[src/rtl/fp_issue_sequencer.sv]
// Decode-stage issue sequencer for F-class instructions: picks a fixed latency,
// stalls IF/ID while the FP ALU runs, and raises the done/write-back strobes.
module fp_issue_sequencer #(
    parameter int LAT_ADD = 3,
    parameter int LAT_MUL = 4,
    parameter int LAT_DIV = 16,
    parameter int LAT_FMA = 5,
    parameter int CNT_W   = 5
) (
    input  logic        clk,
    input  logic        rst,
    input  logic        fp_valid,
    input  logic [6:0]  opcode_f,
    input  logic [6:0]  func_7_f,
    input  logic [4:0]  rd_f,
    input  logic        flush_out,
    output logic        stall_out,
    output logic        fpu_start,
    output logic        flag_done,
    output logic        wb_en_f,
    output logic [4:0]  wb_rd_f,
    output logic        busy,
    output logic [15:0] fp_retired
);

    typedef enum logic [1:0] {
        IDLE,
        EXEC,
        DONE
    } state_t;

    localparam logic [6:0] OP_FP     = 7'b1010011;
    localparam logic [6:0] OP_FMADD  = 7'b1000011;
    localparam logic [6:0] OP_FMSUB  = 7'b1000111;
    localparam logic [6:0] OP_FNMSUB = 7'b1001011;
    localparam logic [6:0] OP_FNMADD = 7'b1001111;

    localparam logic [6:0] F7_ADD  = 7'b0000000;
    localparam logic [6:0] F7_SUB  = 7'b0000100;
    localparam logic [6:0] F7_MUL  = 7'b0001000;
    localparam logic [6:0] F7_DIV  = 7'b0001100;
    localparam logic [6:0] F7_SQRT = 7'b0101100;

    state_t           state;
    state_t           state_nxt;
    logic [CNT_W-1:0] cnt;
    logic [CNT_W-1:0] cnt_nxt;
    logic [CNT_W-1:0] lat;
    logic [4:0]       rd_q;
    logic [4:0]       rd_nxt;
    logic             start_nxt;
    logic             accept;
    logic             retire;

    always_comb begin
        lat = CNT_W'(1);
        if (opcode_f == OP_FP) begin
            case (func_7_f)
                F7_ADD, F7_SUB:  lat = CNT_W'(LAT_ADD);
                F7_MUL:          lat = CNT_W'(LAT_MUL);
                F7_DIV, F7_SQRT: lat = CNT_W'(LAT_DIV);
                default:         lat = CNT_W'(1);
            endcase
        end else if (opcode_f == OP_FMADD || opcode_f == OP_FMSUB ||
                     opcode_f == OP_FNMSUB || opcode_f == OP_FNMADD) begin
            lat = CNT_W'(LAT_FMA);
        end
    end

    // A flush in the DONE cycle kills the result: no strobe, no retire count.
    assign accept = (state == IDLE) && fp_valid && !flush_out;
    assign retire = (state == DONE) && !flush_out;

    always_comb begin
        state_nxt = state;
        cnt_nxt   = cnt;
        rd_nxt    = rd_q;
        start_nxt = 1'b0;
        case (state)
            IDLE: begin
                if (accept) begin
                    state_nxt = EXEC;
                    cnt_nxt   = lat;
                    rd_nxt    = rd_f;
                    start_nxt = 1'b1;
                end
            end
            EXEC: begin
                cnt_nxt = cnt - CNT_W'(1);
                if (flush_out) begin
                    state_nxt = IDLE;
                    cnt_nxt   = '0;
                end else if (cnt == CNT_W'(1)) begin
                    state_nxt = DONE;
                end
            end
            DONE: begin
                state_nxt = IDLE;
                cnt_nxt   = '0;
            end
            default: begin
                state_nxt = IDLE;
                cnt_nxt   = '0;
            end
        endcase
    end

    always_ff @(posedge clk or posedge rst) begin
        if (rst) begin
            state      <= IDLE;
            cnt        <= '0;
            rd_q       <= '0;
            fpu_start  <= 1'b0;
            fp_retired <= '0;
        end else begin
            state     <= state_nxt;
            cnt       <= cnt_nxt;
            rd_q      <= rd_nxt;
            fpu_start <= start_nxt;
            if (retire) begin
                fp_retired <= fp_retired + 16'd1;
            end
        end
    end

    // Gated by rst so the stall drops immediately even while decode still holds fp_valid.
    assign stall_out = !rst && (accept || (state == EXEC));
    assign flag_done = retire;
    assign wb_en_f   = retire;
    assign wb_rd_f   = retire ? rd_q : 5'd0;
    assign busy      = (state != IDLE);

endmodule
[config.mk]
export PLATFORM = sky130hd
export DESIGN_NAME = fp_issue_sequencer
export DESIGN_NICKNAME = d
export VERILOG_FILES = /design/src/rtl/fp_issue_sequencer.sv
export SDC_FILE = /design/constraint.sdc
export NUM_CORES = 1
export LEC_CHECK = 0
export CAP_MARGIN = 0
export CORE_MARGIN = 5
export CORE_UTILIZATION = 49
export DETAILED_ROUTE_END_ITERATION = 12
export HOLD_SLACK_MARGIN = 0.12
export PLACE_DENSITY_LB_ADDON = 0.15
export SLEW_MARGIN = 20
export SYNTH_ARGS = -nofsm -noshare
export SYNTH_HDL_FRONTEND = slang
export SYNTH_SLANG_ARGS = --single-unit
export TNS_END_PERCENT = 50
[constraint.sdc]
create_clock -name clk -period 4.3 [get_ports clk]
set_clock_uncertainty 0.15 [all_clocks]
set_input_delay 0.86 -clock clk [delete_from_list [all_inputs] [get_ports clk]]
set_output_delay 0.86 -clock clk [all_outputs]
set_load 0.03 [all_outputs]
=== After elaboration in Yosys (flattened, before gate mapping) ===
Index checks and enable logic that the tools add are counted.

* Register bits: 29
* Bits of input ports: 23
* Output and inout port bits: 26
* Logic and storage cells: 51

* $add $sub $neg: 2
* Equal/unequal tests: 14
* Multiplexer cells: 13
* Reductions and logical operators: 17

{| class="wikitable"
|+ Operators with widths
! operator !! number
|-
| $eq A7 B7 Y1 const B || 5
|-
| $mux W5 || 4
|-
| $add A16 B1 Y16 const B || 1
|-
| $pmux W5 S3 || 1
|-
| $eq A7 B4 Y1 const B || 2
|-
| $pmux W5 S2 || 1
|-
| $eq A7 B3 Y1 const B || 1
|-
| $eq A7 B6 Y1 const B || 1
|-
| $logic_not A7 Y1 || 1
|-
| $mux W2 || 3
|-
| $eq A5 B1 Y1 const B || 1
|-
| $sub A5 B1 Y5 const B || 1
|-
| $logic_and A1 B1 Y1 || 4
|-
| $logic_or A1 B1 Y1 || 4
|-
| $pmux W2 S2 || 1
|-
| $reduce_and A2 Y1 || 2
|-
| $reduce_or A2 Y1 || 2
|-
| $mux W3 || 1
|-
| $ne A3 B3 Y1 const B || 1
|-
| $eq A2 B1 Y1 const B || 1
|-
| $eq A2 B2 Y1 const B || 1
|-
| $logic_not A1 Y1 || 2
|-
| $logic_not A2 Y1 || 1
|-
| $mux W1 || 2
|-
| other kinds (2) || 2
|}

=== Logic depth before layout (Yosys ltp) ===
* Word-level depth: 8
* Depth in mapped cells: 5
* Gate-level depth less buffers: 5

=== Least setup slack after synthesis ===
Ideal clock, no wire load.

* Path type: input to output
* Start: input port flush_out
* End: output port stall_out
* Arrival time: 2.123 ns
* Data required time: 3.290 ns
* Setup slack: 1.167 ns
* Cell stages on the path: 3
* Buffers on the path: 1
* Path through: or4b_2 buf_2 a21oi_1

* Longest elaborated chain between the ends: 4

{| class="wikitable"
|+ RTL lines
! item !! RTL line !! source
|-
| start: declaration || 16 || <nowiki>input logic flush_out,</nowiki>
|-
| $logic_not A1 Y1 || 71 || <nowiki>assign accept = (state == IDLE) && fp_valid && !flush_out;</nowiki>
|-
| $logic_and A1 B1 Y1 || 71 ||
|-
| $logic_or A1 B1 Y1 || 127 || <nowiki>assign stall_out = !rst && (accept || (state == EXEC));</nowiki>
|-
| $logic_and A1 B1 Y1 || 127 ||
|-
| end: declaration || 17 || <nowiki>output logic stall_out,</nowiki>
|}

No other way between the ends.

=== Worst setup path in the final report ===
* Start: input port flush_out
* End: output port wb_rd_f[2]

* Longest elaborated chain between the ends: 3

{| class="wikitable"
|+ RTL lines
! item !! RTL line !! source
|-
| $logic_not A1 Y1 || 72 || <nowiki>assign retire = (state == DONE) && !flush_out;</nowiki>
|-
| $logic_and A1 B1 Y1 || 72 ||
|-
| $mux W5 || 130 || <nowiki>assign wb_rd_f = retire ? rd_q : 5'd0;</nowiki>
|-
| end: declaration || 21 || <nowiki>output logic [4:0] wb_rd_f,</nowiki>
|}

No other way between the ends.

==> key figures <==
Clocking
  • Clock latency on the worst-skew pair: between 0.3 and 0.4 ns
  • CTS Buf Count: 5
  • Cts repair resizes: 0
  • CTS tree: yes
  • Clk sinks: 29
  • Hold buffers post-CTS: 0
  • Post-CTS setup buffers: 0
  • Clock slew at reported path FFs: ~0.09 ns
  • Root Driver: clkbuf_4
  • Clk buf depth: 2
  • H-tree levels: 2

Die
  • I/O pins: 49
  • Die Height: around 65 um
  • Die ar.: approximately 4200 sq um
  • Core Box Area: about 3000 sq um
  • Die Wd: between 60 and 70 um
  • Starting Density: 0.495
  • Row Count: 20

Worst hold path
  • Min-delay worst type: reg2reg

Power
  • Combinational share of power: 0.318
  • Leak pwr: a little under 0.9 nW
  • P per Cell Area: between 400 and 500 nW/um^2
  • Seq pwr share: 0.457
  • Reported net switching power: 0.283 mW
  • Internal power: between 0.5 and 0.6 mW
  • Power share of the clock group: 0.226
  • Sw frac: 0.341
  • Maximum VDD drop: between 0.2 and 0.25 mV

Global route
  • First-pass GRT wire length: approximately 5600 um
  • Global route hottest layer: met2
  • Met1 GRT Util: 0.193
  • Met2 global-route usage: 0.298
  • GRT Resource Usage Total: 0.173
  • Grt met3 use: 0.0607
  • Vias in the first global route: 1293
  • Initial antenna violation count: 0
  • Pin count of the biggest net entering global routing: 30
  • Grt ovf: 0

Synth
  • Synth top area share: 0.492
  • Synthesized flop and latch total: 29
  • Fraction of registers with async set/reset: 1.00
  • Post-Synthesis Cell Area: about 1500 sq um
  • Synthesized netlist cell count: approximately 150
  • Sequential fraction of the synthesis area: 0.492
  • Area contributors post-synth: dfrtp_1, xnor2_1, nand2_1
  • Post-synth net total: around 170
  • Most used flip-flop cell after synthesis: dfrtp_1
  • Synth area leader: dfrtp_1
  • Number of flops mapped to enable cells by yosys: 0
  • Yosys warnings: 0
  • Syn avg cell area: between 10 and 15 sq um
  • Yosys cell types: 40

Placed design
  • Hpwl dp: between 2000 and 2500 um
  • GPL Wtd Cong: between 0.8 and 0.9
  • Buffers on Ports: 48
  • Post-Place Setup Slack: between 0.4 and 0.5 ns

STA
  • FMAX: between 200 and 300 MHz
  • Slew Limit Headroom: 0.608
  • Fin. Hold Viols: 0
  • # setup viols final: 0
  • RSZ-0062 raised after global routing: no
  • Least-Margin Pin Slew: slightly below 0.6 ns
  • Final WS setup: about 0.44 ns
  • Final min period: 3.86 ns
  • Final Max Tran Viols: 0
  • Period utilization: 0.898
  • Sum Neg Setup Slack: 0 ns

Setup path
  • Worst path slowest cell: clkdlybuf4s50_1
  • Setup Crit Path Kind: in2out
  • Worst path most repeated cell: clkdlybuf4s50_1
  • Critical path launch point type: primary input
  • Maximum fanout along the worst path: 10
  • Worst Path Arrival: roughly 2.9 ns
  • Slowest cell delay on critical path: about 0.7 ns
  • Crit-path cells: clkdlybuf4s50_1 -> or3b_1 -> clkinv_1 -> and2_1 -> clkdlybuf4s50_1
  • CP top delay family: buffers and inverters
  • CP Data Required Time: 3.29 ns
  • CP Capture Type: output pin
  • Buffers & Inverters on Critical Path: 3

Routing
  • Remaining antenna violation count: 0
  • Vias per cell: about 5.2
  • Vias: ~1200
  • DR pass1 iterations: 4
  • WL/cell: approximately 14 um
  • # DRC: 0
  • 1st-iter DRT viols: 38
  • Drt total wl: 3170 um

Layout
  • Area added between synthesis and finish: 38.8%
  • Final nets: 225
  • Ant diodes: 0
  • Ratio of cells with drive above 1 in the final layout: 0.0850

Run
  • Max cap viols: 0

Status
  • Status: finished clean
cell families (layout without fill, tap and decap cells):
family | Yosys count | after routing | share of synthesized area
AOI/OAI and AO/OA | 11 | 11 | 0.0509
xor gates and xnor gates | 16 | 16 | 0.0950
adders and majority gates | 3 | 3 | 0.0254
buffers and inverters | 10 | 63 | 0.0339
DFF | 29 | 29 | 0.492
muxes | 2 | 2 | 0.0144
and+or+nand+nor | 76 | 76 | 0.288
synth_stat cells (2+ instances only):
library cell and n:
nor3b_1 2, nor2_2 2, inv_1 5, nand3_1 8, and2_1 8, xnor2_1 13
and4_1 2, nor2_1 7, a21oi_1 2, o21ai_0 3, nand4_1 7, nor3_1 2
dfrtp_1 29, nand2b_1 3, nor4_1 2, ha_1 3, o211ai_1 2, xor2_1 3
nand2_1 23
metrics by stage:
stage,power (mW),cell area (sq um),instances,hold slack [ns],utilization
2_1_floorplan,0.552,1480,147,0.287,-
5_1_grt,0.900,2050,233,0.355,0.687
3_5_place_dp,0.649,1980,225,0.307,0.664
3_3_place_gp,0.638,1980,225,0.303,0.664
6_report,0.830,2050,233,0.322,0.687
4_1_cts,0.839,2050,233,0.327,0.687
flip-flops by register name (all words and copies together) (netlist names):
signal and count:
cnt 5, state 2, fp_retired 16, rd_q 5, fpu_start 1
layout make-up:
cell class                      count  area, sq um
Clock buffer                        7         65.1
Clock inverter                      1         5.00
Fill cell                         243          931
Inverter                            6         22.5
Multi-Input combinational cell    108          699
Sequential cell                    29          726
Tap cell                           33         41.3
Timing Repair Buffer               49          488
power groups by stage:
stage | registers [mW] | logic, mW | clock network, mW
4_1_cts | 0.379 | 0.265 | 0.195
3_5_place_dp | 0.384 | 0.265 | 0
2_1_floorplan | 0.390 | 0.162 | 0
5_1_grt | 0.392 | 0.300 | 0.209
3_3_place_gp | 0.384 | 0.255 | 0
6_report | 0.379 | 0.263 | 0.187
cell usage in the layout, fill, tap and decap left out, types with 2 or more instances in the layout:
cell              n
a21oi_1           2
and2_1            8
and4_1            2
clkbuf_4          5
clkbuf_8          2
clkdlybuf4s50_1  48
dfrtp_1          29
ha_1              3
inv_1             4
nand2_1          23
nand2b_1          3
nand3_1           8
nand4_1           7
nor2_1            7
nor2_2            2
nor3_1            2
nor3b_1           2
nor4_1            2
o211ai_1          2
o21ai_0           3
xnor2_1          13
xor2_1            3
path summary, 6_finish.rpt:
| check | to | depth (start not counted) | startpoint | slack [ns] |
|---|---|---|---|---|
| max | wb_rd_f[2] | 5 | flush_out | 0.44 |
| min | fp_retired[15]$_DFFE_PP0P_ | 1 | fp_retired[15]$_DFFE_PP0P_ | 0.32 |
| max reg2reg | cnt[1]$_DFFE_PP0P_ | 5 | state[0]$_DFFE_PP0P_ | 2.35 |
| min reg2reg | fp_retired[15]$_DFFE_PP0P_ | 1 | fp_retired[15]$_DFFE_PP0P_ | 0.32 |
| max in group asynchronous | cnt[1]$_DFFE_PP0P_ | 2 | rst | 2.81 |
| min in group asynchronous | fp_retired[0]$_DFFE_PP0P_ | 2 | rst | 0.81 |
routing by layer:
metal | part of all wire | vias up
met5 | 0 | -
met4 | 0.019 | 0
met3 | 0.065 | 5
met2 | 0.50 | 36
met1 | 0.42 | 567
li1 | - | 611
Power figures use the tool's default switching activity.
